[config.mk]
export PLATFORM = sky130hd
export DESIGN_NAME = alu_ctrl_seq
export DESIGN_NICKNAME = d
export VERILOG_FILES = /design/src/rtl/alu_ctrl_seq.sv
export SDC_FILE = /design/constraint.sdc
export NUM_CORES = 1
export LEC_CHECK = 0
export BUFFER_PORTS_ARGS = -buffer_cell sky130_fd_sc_hd__buf_2
export CAP_MARGIN = 20
export CORE_MARGIN = 3
export CORE_UTILIZATION = 52
export DETAILED_ROUTE_END_ITERATION = 12
export PLACE_DENSITY = 0.87
export SYNTH_ARGS = -nofsm -noshare
export SYNTH_HDL_FRONTEND = slang
export SYNTH_SLANG_ARGS = --single-unit
[constraint.sdc]
create_clock -name clk_i -period 2.3 [get_ports clk_i]
set_input_delay 0 -clock clk_i [delete_from_list [all_inputs] [get_ports clk_i]]
set_output_delay 0 -clock clk_i [all_outputs]
set_load 0.02 [all_outputs]
[src/rtl/alu_ctrl_seq.sv]
// Registered ALU controller: decodes aluop/funct into ALU control, shamt/jump selects
// and an illegal flag, and holds the pipeline with stall_o while a multiply completes.
module alu_ctrl_seq #(
  parameter int FUNCT_W    = 6,
  parameter int ALUOP_W    = 3,
  parameter int CTRL_W     = 4,
  parameter int MUL_CYCLES = 4
) (
  input  logic               clk_i,
  input  logic               rst_i,
  input  logic               valid_i,
  output logic               ready_o,
  input  logic               flush_i,
  input  logic [FUNCT_W-1:0] funct_i,
  input  logic [ALUOP_W-1:0] aluop_i,
  output logic [CTRL_W-1:0]  alu_ctrl_o,
  output logic               shamt_sel_o,
  output logic               jump_sel_o,
  output logic               illegal_o,
  output logic               valid_o,
  output logic               stall_o,
  output logic               dbg_state_o
);

  typedef enum logic {IDLE = 1'b0, BUSY = 1'b1} state_t;

  localparam int CNT_W = (MUL_CYCLES > 2) ? $clog2(MUL_CYCLES) : 1;
  localparam logic [CNT_W-1:0] CNT_LAST = CNT_W'(MUL_CYCLES - 2);

  state_t              state_q, state_d;
  logic [CNT_W-1:0]    cnt_q, cnt_d;
  logic [CTRL_W-1:0]   alu_ctrl_q, alu_ctrl_d;
  logic                shamt_sel_q, shamt_sel_d;
  logic                jump_sel_q, jump_sel_d;
  logic                illegal_q, illegal_d;
  logic                valid_q, valid_d;

  logic [CTRL_W-1:0]   dec_ctrl;
  logic                dec_shamt, dec_jump, dec_illegal, dec_mul;
  logic                funct_hi_nz, aluop_hi_nz;
  logic                accept;

  // Handshake: an instruction is taken on a rising edge when valid_i & ready_o & ~flush_i;
  // ready_o is high only in IDLE, and valid_o pulses for one cycle once an op's result is final.
  assign ready_o     = (state_q == IDLE);
  assign stall_o     = (state_q == BUSY);
  assign accept      = valid_i & ready_o & ~flush_i;
  assign dbg_state_o = state_q;

  assign funct_hi_nz = (funct_i >> 6) != '0;
  assign aluop_hi_nz = (aluop_i >> 3) != '0;

  always_comb begin
    dec_ctrl    = CTRL_W'(4'b1111);
    dec_shamt   = 1'b0;
    dec_jump    = 1'b0;
    dec_illegal = 1'b0;
    dec_mul     = 1'b0;
    if (aluop_hi_nz) begin
      dec_illegal = 1'b1;
    end else begin
      case (aluop_i[2:0])
        3'd0: begin
          if (funct_hi_nz) begin
            dec_illegal = 1'b1;
          end else begin
            case (funct_i[5:0])
              6'd3:  begin dec_ctrl = CTRL_W'(4'b1000); dec_shamt = 1'b1; end
              6'd7:  dec_ctrl = CTRL_W'(4'b1001);
              6'd24: begin dec_ctrl = CTRL_W'(4'b0101); dec_mul = 1'b1; end
              6'd32: dec_ctrl = CTRL_W'(4'b0010);
              6'd34: dec_ctrl = CTRL_W'(4'b0110);
              6'd36: dec_ctrl = CTRL_W'(4'b0000);
              6'd37: dec_ctrl = CTRL_W'(4'b0001);
              6'd42: dec_ctrl = CTRL_W'(4'b0100);
              6'd8:  begin dec_ctrl = CTRL_W'(4'b0000); dec_jump = 1'b1; end
              default: dec_illegal = 1'b1;
            endcase
          end
        end
        3'd1: dec_ctrl = CTRL_W'(4'b0111);
        3'd2: dec_ctrl = CTRL_W'(4'b1010);
        3'd3: dec_ctrl = CTRL_W'(4'b0010);
        3'd4: dec_ctrl = CTRL_W'(4'b0011);
        3'd5: dec_ctrl = CTRL_W'(4'b0001);
        3'd6: dec_ctrl = CTRL_W'(4'b1011);
        default: dec_ctrl = CTRL_W'(4'b1100);
      endcase
    end
  end

  always_comb begin
    state_d     = state_q;
    cnt_d       = cnt_q;
    alu_ctrl_d  = alu_ctrl_q;
    shamt_sel_d = shamt_sel_q;
    jump_sel_d  = jump_sel_q;
    illegal_d   = illegal_q;
    valid_d     = 1'b0;
    case (state_q)
      IDLE: begin
        if (accept) begin
          alu_ctrl_d  = dec_ctrl;
          shamt_sel_d = dec_shamt;
          jump_sel_d  = dec_jump;
          illegal_d   = dec_illegal;
          if (dec_mul) begin
            state_d = BUSY;
            cnt_d   = '0;
          end else begin
            valid_d = 1'b1;
          end
        end
      end
      default: begin
        // Flush takes priority over completion, so a flushed multiply never reports valid.
        if (flush_i) begin
          state_d = IDLE;
          cnt_d   = '0;
        end else if (cnt_q == CNT_LAST) begin
          state_d = IDLE;
          cnt_d   = '0;
          valid_d = 1'b1;
        end else begin
          cnt_d = cnt_q + CNT_W'(1);
        end
      end
    endcase
  end

  always_ff @(posedge clk_i or posedge rst_i) begin
    if (rst_i) begin
      state_q     <= IDLE;
      cnt_q       <= '0;
      alu_ctrl_q  <= '0;
      shamt_sel_q <= 1'b0;
      jump_sel_q  <= 1'b0;
      illegal_q   <= 1'b0;
      valid_q     <= 1'b0;
    end else begin
      state_q     <= state_d;
      cnt_q       <= cnt_d;
      alu_ctrl_q  <= alu_ctrl_d;
      shamt_sel_q <= shamt_sel_d;
      jump_sel_q  <= jump_sel_d;
      illegal_q   <= illegal_d;
      valid_q     <= valid_d;
    end
  end

  assign alu_ctrl_o  = alu_ctrl_q;
  assign shamt_sel_o = shamt_sel_q;
  assign jump_sel_o  = jump_sel_q;
  assign illegal_o   = illegal_q;
  assign valid_o     = valid_q;

endmodule

==> key figures, run 1 <==
Status
  • Status: finished clean

Logic synthesis
  • Most frequent cells after synthesis: 11 x dfrtp_1, 6 x nand2_1, 6 x o21ai_0
  • Post-synthesis cell type count: 34
  • Main flop type after synthesis: dfrtp_1
  • Largest cells by area after synthesis: dfrtp_1 37%, o21ai_0 4.0%, a31oi_1 3.4%
  • Syn Nets: 96
  • Synth top area share: 0.370
  • Post-Synth XOR/XNOR Area: 0.0236
  • Flops & latches, synth: 11
  • Area fraction in compound gates after synthesis: 0.200
  • Async S/R FF share, synth: 1.00
  • Adder-cell area share of the yosys netlist: 0
  • Post-Synth Simple-Gate Area: 0.315
  • Syn_area_per_cell: ~9 um2
  • Largest family of logic cells by synthesized area: simple AND/OR/NAND/NOR gates
  • Synth area leader: dfrtp_1
  • Cell area after synthesis: between 700 and 800 um2
  • Syn Inst Count: between 80 and 90
  • Yosys warns: 0
  • Most numerous cell in the Yosys netlist: dfrtp_1
  • Sequential-to-total area share from yosys stat: 0.370
  • Multiplexer share of the synthesized area: 0.0202
  • Post-synth EDFFs: 0

Finish
  • Nets: between 100 and 150
  • Inserted Diodes: 0
  • Syn-to-layout area delta: 18.4%
  • Post-Layout Inst Area: 880 um2
  • Share of post-route cells with drive strength above 1: 0.302
  • Final Util: 0.668

Critical path
  • CP max stage cell: dfrtp_1
  • Reg2Reg Capture Point: cnt_q[0]
  • Critical Path Sink Type: flip-flop
  • CP Data Arrival Time: 1.76 ns
  • CP peak stage delay: roughly 0.46 ns
  • Setup CP Type: reg2reg
  • Worst EP required: around 2.5 ns
  • Worst reg2reg path depth: 4
  • R2R Path Start: dbg_state_o
  • Crit-path max FO: 8
  • R2R Setup Slk: about 0.70 ns
  • Crit path launch type: flip-flop
  • Critical-path cell list: nor3b_2 > and2_1 > a31oi_1 > mux2_4
  • Critical Path Start: dbg_state_o
  • Crit path to: cnt_q[0]

Timing
  • Normalized max-slew margin: 0.671
  • Fin. max-slew vios: 0
  • RSZ-0062 raised after global routing: false
  • Crit path time final: 1.60 ns
  • Setup Viol. Count Final: 0
  • Tightest Pin Transition: just under 0.5 ns
  • Setup total negative slack: 0 ns
  • Final Cycle Share: 0.696
  • Final Skew: 0.00445 ns
  • Final hold violations: 0
  • Peak Freq: between 600 and 700 MHz

Power
  • Leakage power total: approximately 0.00043 uW
  • PD cells: about 510 mW/mm2
  • Highest ir drop seen on vdd: 0.000220 V

Clocking
  • Num CTS Buffers: 3
  • Bufs on Longest Clock Path: 2
  • CTS sink cnt: 11
  • Clock root cell: clkbuf_4
  • CTS tree: built
  • CTS resizes: 0
  • Hold_buf cts: 1
  • Clock transition at path regs: 0.07 ns
  • Htree depth: 1
  • Worst-Skew Late Latency: 0.27 ns
  • Setup Buffers After CTS: 0

Floorplanning
  • # IOs: 24
  • DIE AREA: around 0.0019 mm2
  • Die Height: ~44 um
  • Die W: 43.8 um
  • Core footprint: approximately 0.0013 mm2
  • Site Rows: 13
  • Initial Utilization: 0.564

Worst hold path
  • Worst hold path class: in2reg

Routing
  • Drt drc: 0
  • Via count: 700
  • WL/cell: between 10 and 15 um
  • Post-Route WL: roughly 1700 um
  • Detailed Routing Iterations Pass 1: 4
  • Via/cell ratio: around 5.8
  • First DRT Iteration DRCs: 18
  • Routed Antenna Nets: 0

Placed design
  • DP Area: approximately 840 um2
  • Port bufs: 23
  • Post-detail-place hpwl: roughly 1300 um
  • Routability cong.: between 0.7 and 0.8

Global route
  • Gr ovfl total: 0
  • Global-route wire length before repair: around 2800 um
  • Vias in the first global route: between 600 and 700
  • Initial antenna violation count: 0
  • Pin count of the biggest net entering global routing: 12
  • Total global-route track usage: 0.195

Flow run
  • MaxCap Viol Count: 0
-- where the power goes --
group / internal, uW / switching, uW / total, uW / leakage [uW]
combinational: 41.4 / 62.9 / 104 / 0.000266
clock: 67.3 / 67.0 / 134 / 0.0000150
sequential: 206 / 6.82 / 213 / 0.000145
-- stage by stage --
stage	cells	power (uW)	hold slack [ns]	worst slack (ns)
2_1_floorplan	83	280	-0.148	0.787
3_3_place_gp	116	317	-0.000438	0.786
3_5_place_dp	116	320	0.00902	0.729
4_1_cts	121	456	0.0585	0.719
5_1_grt	121	473	0.0818	0.628
6_report	121	452	0.0601	0.700
-- layer usage --
metal | vias to the layer above | wire length (um) | part of all wire | GRT usage
met5 | - | 0 | 0 | 0
met2 | 28 | 821 | 0.49 | 0.311
met1 | 313 | 721 | 0.43 | 0.237
met4 | 0 | 46 | 0.027 | 0.139
met3 | 6 | 90 | 0.054 | 0.0290
li1 | 353 | - | - | -
-- layout by cell type, fill, tap and decap left out, types with 2 or more instances in the layout --
| cell | synthesis | final |
|---|---|---|
| o21ai_0 | 6 | 6 |
| a21oi_1 | 4 | 4 |
| nor4b_1 | 2 | 2 |
| a31oi_1 | 4 | 4 |
| nor3_1 | 2 | 2 |
| buf_2 | 3 | 23 |
| clkbuf_4 | 0 | 3 |
| nand3_1 | 4 | 4 |
| o31ai_1 | 3 | 3 |
| dfrtp_1 | 11 | 11 |
| nor2b_1 | 2 | 2 |
| nand2_1 | 6 | 6 |
| inv_1 | 5 | 5 |
| a32o_1 | 2 | 2 |
| nand2b_1 | 4 | 4 |
| a22o_1 | 2 | 2 |
| nor2_1 | 4 | 4 |
| and3_2 | 2 | 2 |
-- critical path: cells and delay by family (launching register included) --
| kind | cells | cell delay [ns] |
|---|---|---|
| flops | 1 | 0.46 |
| simple gates | 2 | 0.60 |
| mux | 1 | 0.28 |
| compound gates | 1 | 0.15 |
-- final cells by class --
| type | count | area (um2) |
|---|---|---|
| Sequential cell | 11 | 275 |
| Tap cell | 15 | 18.8 |
| Timing Repair Buffer | 24 | 125 |
| Clock buffer | 4 | 26.3 |
| Fill cell | 125 | 438 |
| Multi-Input combinational cell | 62 | 415 |
| Inverter | 5 | 18.8 |
-- sequential cells by signal, summed over array words and instances (netlist names) --
name and count:
alu_ctrl_o 4, cnt_q 2, dbg_state_o 1, illegal_o 1, jump_sel_o 1, shamt_sel_o 1
valid_o 1
-- cell families (layout without fill, tap and decap cells) --
family                 Yosys count  count (layout)
AND/OR/NAND/NOR                 36              36
AO/OA/AOI/OAI                   23              23
flip-flops                      11              11
buffers and inverters           10              33
XOR/XNOR                         2               2
multiplexers                     1               1
-- worst min-delay path by stage --
stage | startpoint | endpoint | depth (start not counted)
after floorplan | rst_i | alu_ctrl_o[0] | 1
after global placement | rst_i | valid_o | 2
after detailed placement | rst_i | valid_o | 2
after CTS | funct_i[4] | jump_sel_o | 2
after global routing | funct_i[4] | jump_sel_o | 2
final | funct_i[4] | jump_sel_o | 2
Note: power is estimated with default switching activity, not from simulation.
==> inputs of run 2 (changes only) <==
Settings changed: ABC_AREA set to 1, CORE_UTILIZATION 52 to 43, PLACE_DENSITY 0.87 to 0.78.
Clock period 2.3 ns to 1.3 ns, I/O delays scaled along.
==> run 2 against run 1 <==
  * Global-route usage is 3.0 points lower
  * Fmax rose by 30%
  * Critical path depth increased by 2
  * Final cell count grew 21%
  * Count of clock-buffer cells in the layout did not move
  * Clock power increased by 75%
  * Wire length is 1.5% higher
  * Combinational power rose by 71%
  * Die area up 10%
  * Power is 74% higher
==> key figures, run 2 <==
Status
  • Status: finished clean

Timing
  • Normalized max-slew margin: 0.725 (+0.0536)
  • Final hold violations: 0 (unchanged)
  • Final Cycle Share: 0.943 (+0.248)
  • Tightest Pin Transition: 0.412 ns (-0.0767 ns)
  • Fin. max-slew vios: 0 (unchanged)
  • Hold slack: 0.0232 ns (-0.0369 ns)
  • Crit path time final: 1.23 ns (-0.374 ns)
  • Setup total negative slack: 0 ns (unchanged)
  • RSZ-0062 raised after global routing: false
  • Setup Viol. Count Final: 0 (unchanged)
  • Peak Freq: 815 MHz (+30%)
  • Final Skew: 0.00357 ns (-0.000881 ns)

Clocking
  • CTS tree: built
  • Clock root cell: clkbuf_4
  • Worst-Skew Late Latency: 0.27 ns (about the same)
  • CTS sink cnt: 11 (unchanged)
  • Clock transition at path regs: 0.07 ns (about the same)
  • Htree depth: 1 (unchanged)
  • Num CTS Buffers: 3 (unchanged)
  • Bufs on Longest Clock Path: 2 (unchanged)

Routing
  • WL/cell: 11.6 um (-16%)
  • Detailed Routing Iterations Pass 1: 4 (unchanged)
  • Drt drc: 0 (unchanged)
  • Via/cell ratio: 5.06 (-13%)
  • Via count: 744 (+6.3%)
  • Routed Antenna Nets: 0 (unchanged)
  • Post-Route WL: 1710 um (+1.5%)
  • First DRT Iteration DRCs: 17 (-1)

Finish
  • Share of post-route cells with drive strength above 1: 0.295 (-0.00643)
  • Syn-to-layout area delta: 32.1%
  • Commonest non-fill, non-tap cell in the layout: nand2_1
  • Nets: 146 (+22%)
  • Most frequent cells in the layout: 24 x nand2_1, 23 x buf_2, 16 x inv_1
  • Max FFs per register: 4 (unchanged)
  • Inserted Diodes: 0 (unchanged)

Global route
  • Vias in the first global route: 638 (-0.16%)
  • Pin count of the biggest net entering global routing: 12 (unchanged)
  • Gr ovfl total: 0 (unchanged)
  • Global-route wire length before repair: 2520 um (-9.0%)
  • Total global-route track usage: 0.165 (-0.0299)
  • Initial antenna violation count: 0 (unchanged)

Worst hold path
  • Hold EP: alu_ctrl_o[3]
  • HP Start: aluop_i[1]
  • Hold depth: 3 (+1)
  • Worst hold path class: in2reg

Floorplanning
  • Die Height: 46.0 um (+4.9%)
  • Initial Utilization: 0.491 (-0.0730)
  • Site Rows: 13 (unchanged)
  • Die W: 46.0 um (+4.9%)
  • Core footprint: 0.00140 mm2 (+6.2%)
  • DIE AREA: 0.00211 mm2 (+10%)
  • # IOs: 24 (unchanged)

Critical path
  • Crit-path max FO: 7 (-1)
  • Critical Path Start: dbg_state_o
  • Crit path launch type: flip-flop
  • R2R Setup Slk: 0.07 ns (-0.63 ns)
  • Worst EP required: 1.45 ns (-1.01 ns)
  • Worst reg2reg path depth: 6 (+2)
  • R2R Path Start: dbg_state_o
  • Critical Path Sink Type: flip-flop
  • Setup CP Type: reg2reg
  • CP Data Arrival Time: 1.38 ns (-0.38 ns)
  • Reg2Reg Capture Point: alu_ctrl_o[2]

Logic synthesis
  • Most frequent cells after synthesis: 24 x nand2_1, 16 x inv_1, 14 x nand3_1
  • Async S/R FF share, synth: 1.00 (unchanged)
  • Syn_area_per_cell: 6.87 um2 (-23%)
  • Syn Nets: 113 (+18%)
  • Largest cells by area after synthesis: dfrtp_1 40%, nand2_1 13%, nand3_1 10%
  • Cell area after synthesis: 687 um2 (-7.6%)
  • Synth area leader: dfrtp_1
  • Sequential-to-total area share from yosys stat: 0.401 (+0.0304)
  • Yosys warns: 0 (unchanged)
  • Most numerous cell in the Yosys netlist: nand2_1
  • Post-synth EDFFs: 0 (unchanged)
  • Syn Inst Count: 100 (+20%)
  • Flops & latches, synth: 11 (unchanged)
  • Post-synthesis cell type count: 15 (-56%)
  • Main flop type after synthesis: dfrtp_1
  • Synth top area share: 0.401 (+0.0304)

Flow run
  • MaxCap Viol Count: 0 (unchanged)

Placed design
  • Post-detail-place hpwl: 1350 um (+1.2%)
  • Port bufs: 23 (unchanged)
  • Routability cong.: 0.853 (+9.1%)

Power
  • Highest ir drop seen on vdd: 0.000370 V (+69%)
  • PD cells: 868 mW/mm2 (+69%)
  • Leakage power total: 0.000513 uW (+20%)
run 2: per-stage QoR:
step | total power [uW] | util | worst slack, ns | std cells | instance area [um2]
finish | 788 | 0.648 | 0.0735 | 147 | 907
floorplan | 485 | - | 0.00483 | 100 | 697
global placement | 546 | 0.594 | 0.147 | 138 | 831
global route | 825 | 0.648 | 0.00335 | 147 | 907
detailed placement | 552 | 0.594 | 0.0752 | 138 | 831
CTS | 785 | 0.627 | 0.0628 | 144 | 877
run 2: how the worst max path moves through the flow:
stage                     to  slack (ns)
6_report       alu_ctrl_o[2]        0.07
5_1_grt             cnt_q[1]       0.003
4_1_cts        alu_ctrl_o[2]        0.06
3_5_place_dp   alu_ctrl_o[2]        0.08
3_3_place_gp   alu_ctrl_o[2]        0.15
2_1_floorplan       cnt_q[1]       0.005
run 2: cell type report:
| type | instances | area, um2 |
|---|---|---|
| clock buffers | 4 | 26.3 |
| fillers | 125 | 492 |
| inverters | 18 | 72.6 |
| multi-input cells | 70 | 349 |
| flip-flops and latches | 11 | 275 |
| well taps | 15 | 18.8 |
| repair buffers | 29 | 165 |
run 2: kinds of logic (layout without fill, tap and decap cells):
| kind of cell | after synthesis | in the layout | synth area share |
|---|---|---|---|
| buf+inv | 19 | 51 | 0.109 |
| simple gates | 59 | 59 | 0.393 |
| compound gates | 11 | 11 | 0.0965 |
| flops | 11 | 11 | 0.401 |
run 2: report_power, final:
| group | total [uW] | internal, uW | switching, uW |
|---|---|---|---|
| Combinational | 178 | 64.3 | 114 |
| Sequential | 376 | 365 | 11.4 |
| Clock | 234 | 119 | 115 |
run 2: critical path: stages (launching register included):
cell and delay, ns:
dfrtp_1 0.42, inv_4 0.09, nand3_4 0.13, inv_4 0.11
o21ai_0 0.08, a31oi_1 0.20, a21oi_2 0.09
run 2: repair_timing:
item,CTS,global route
setup buffers,0,3
endpoints found under the setup margin,0,2
gates resized for setup,0,2
hold buffers,2,0
endpoints found under the hold margin,12,0
run 2: routing by layer:
metal	global-route usage	up-vias	share of wire	wire length, um
met3	0.0277	4	0.053	91
met2	0.302	23	0.51	863
met4	0.0852	0	0.021	36
li1	-	388	-	-
met1	0.177	329	0.42	714
met5	0	-	0	0
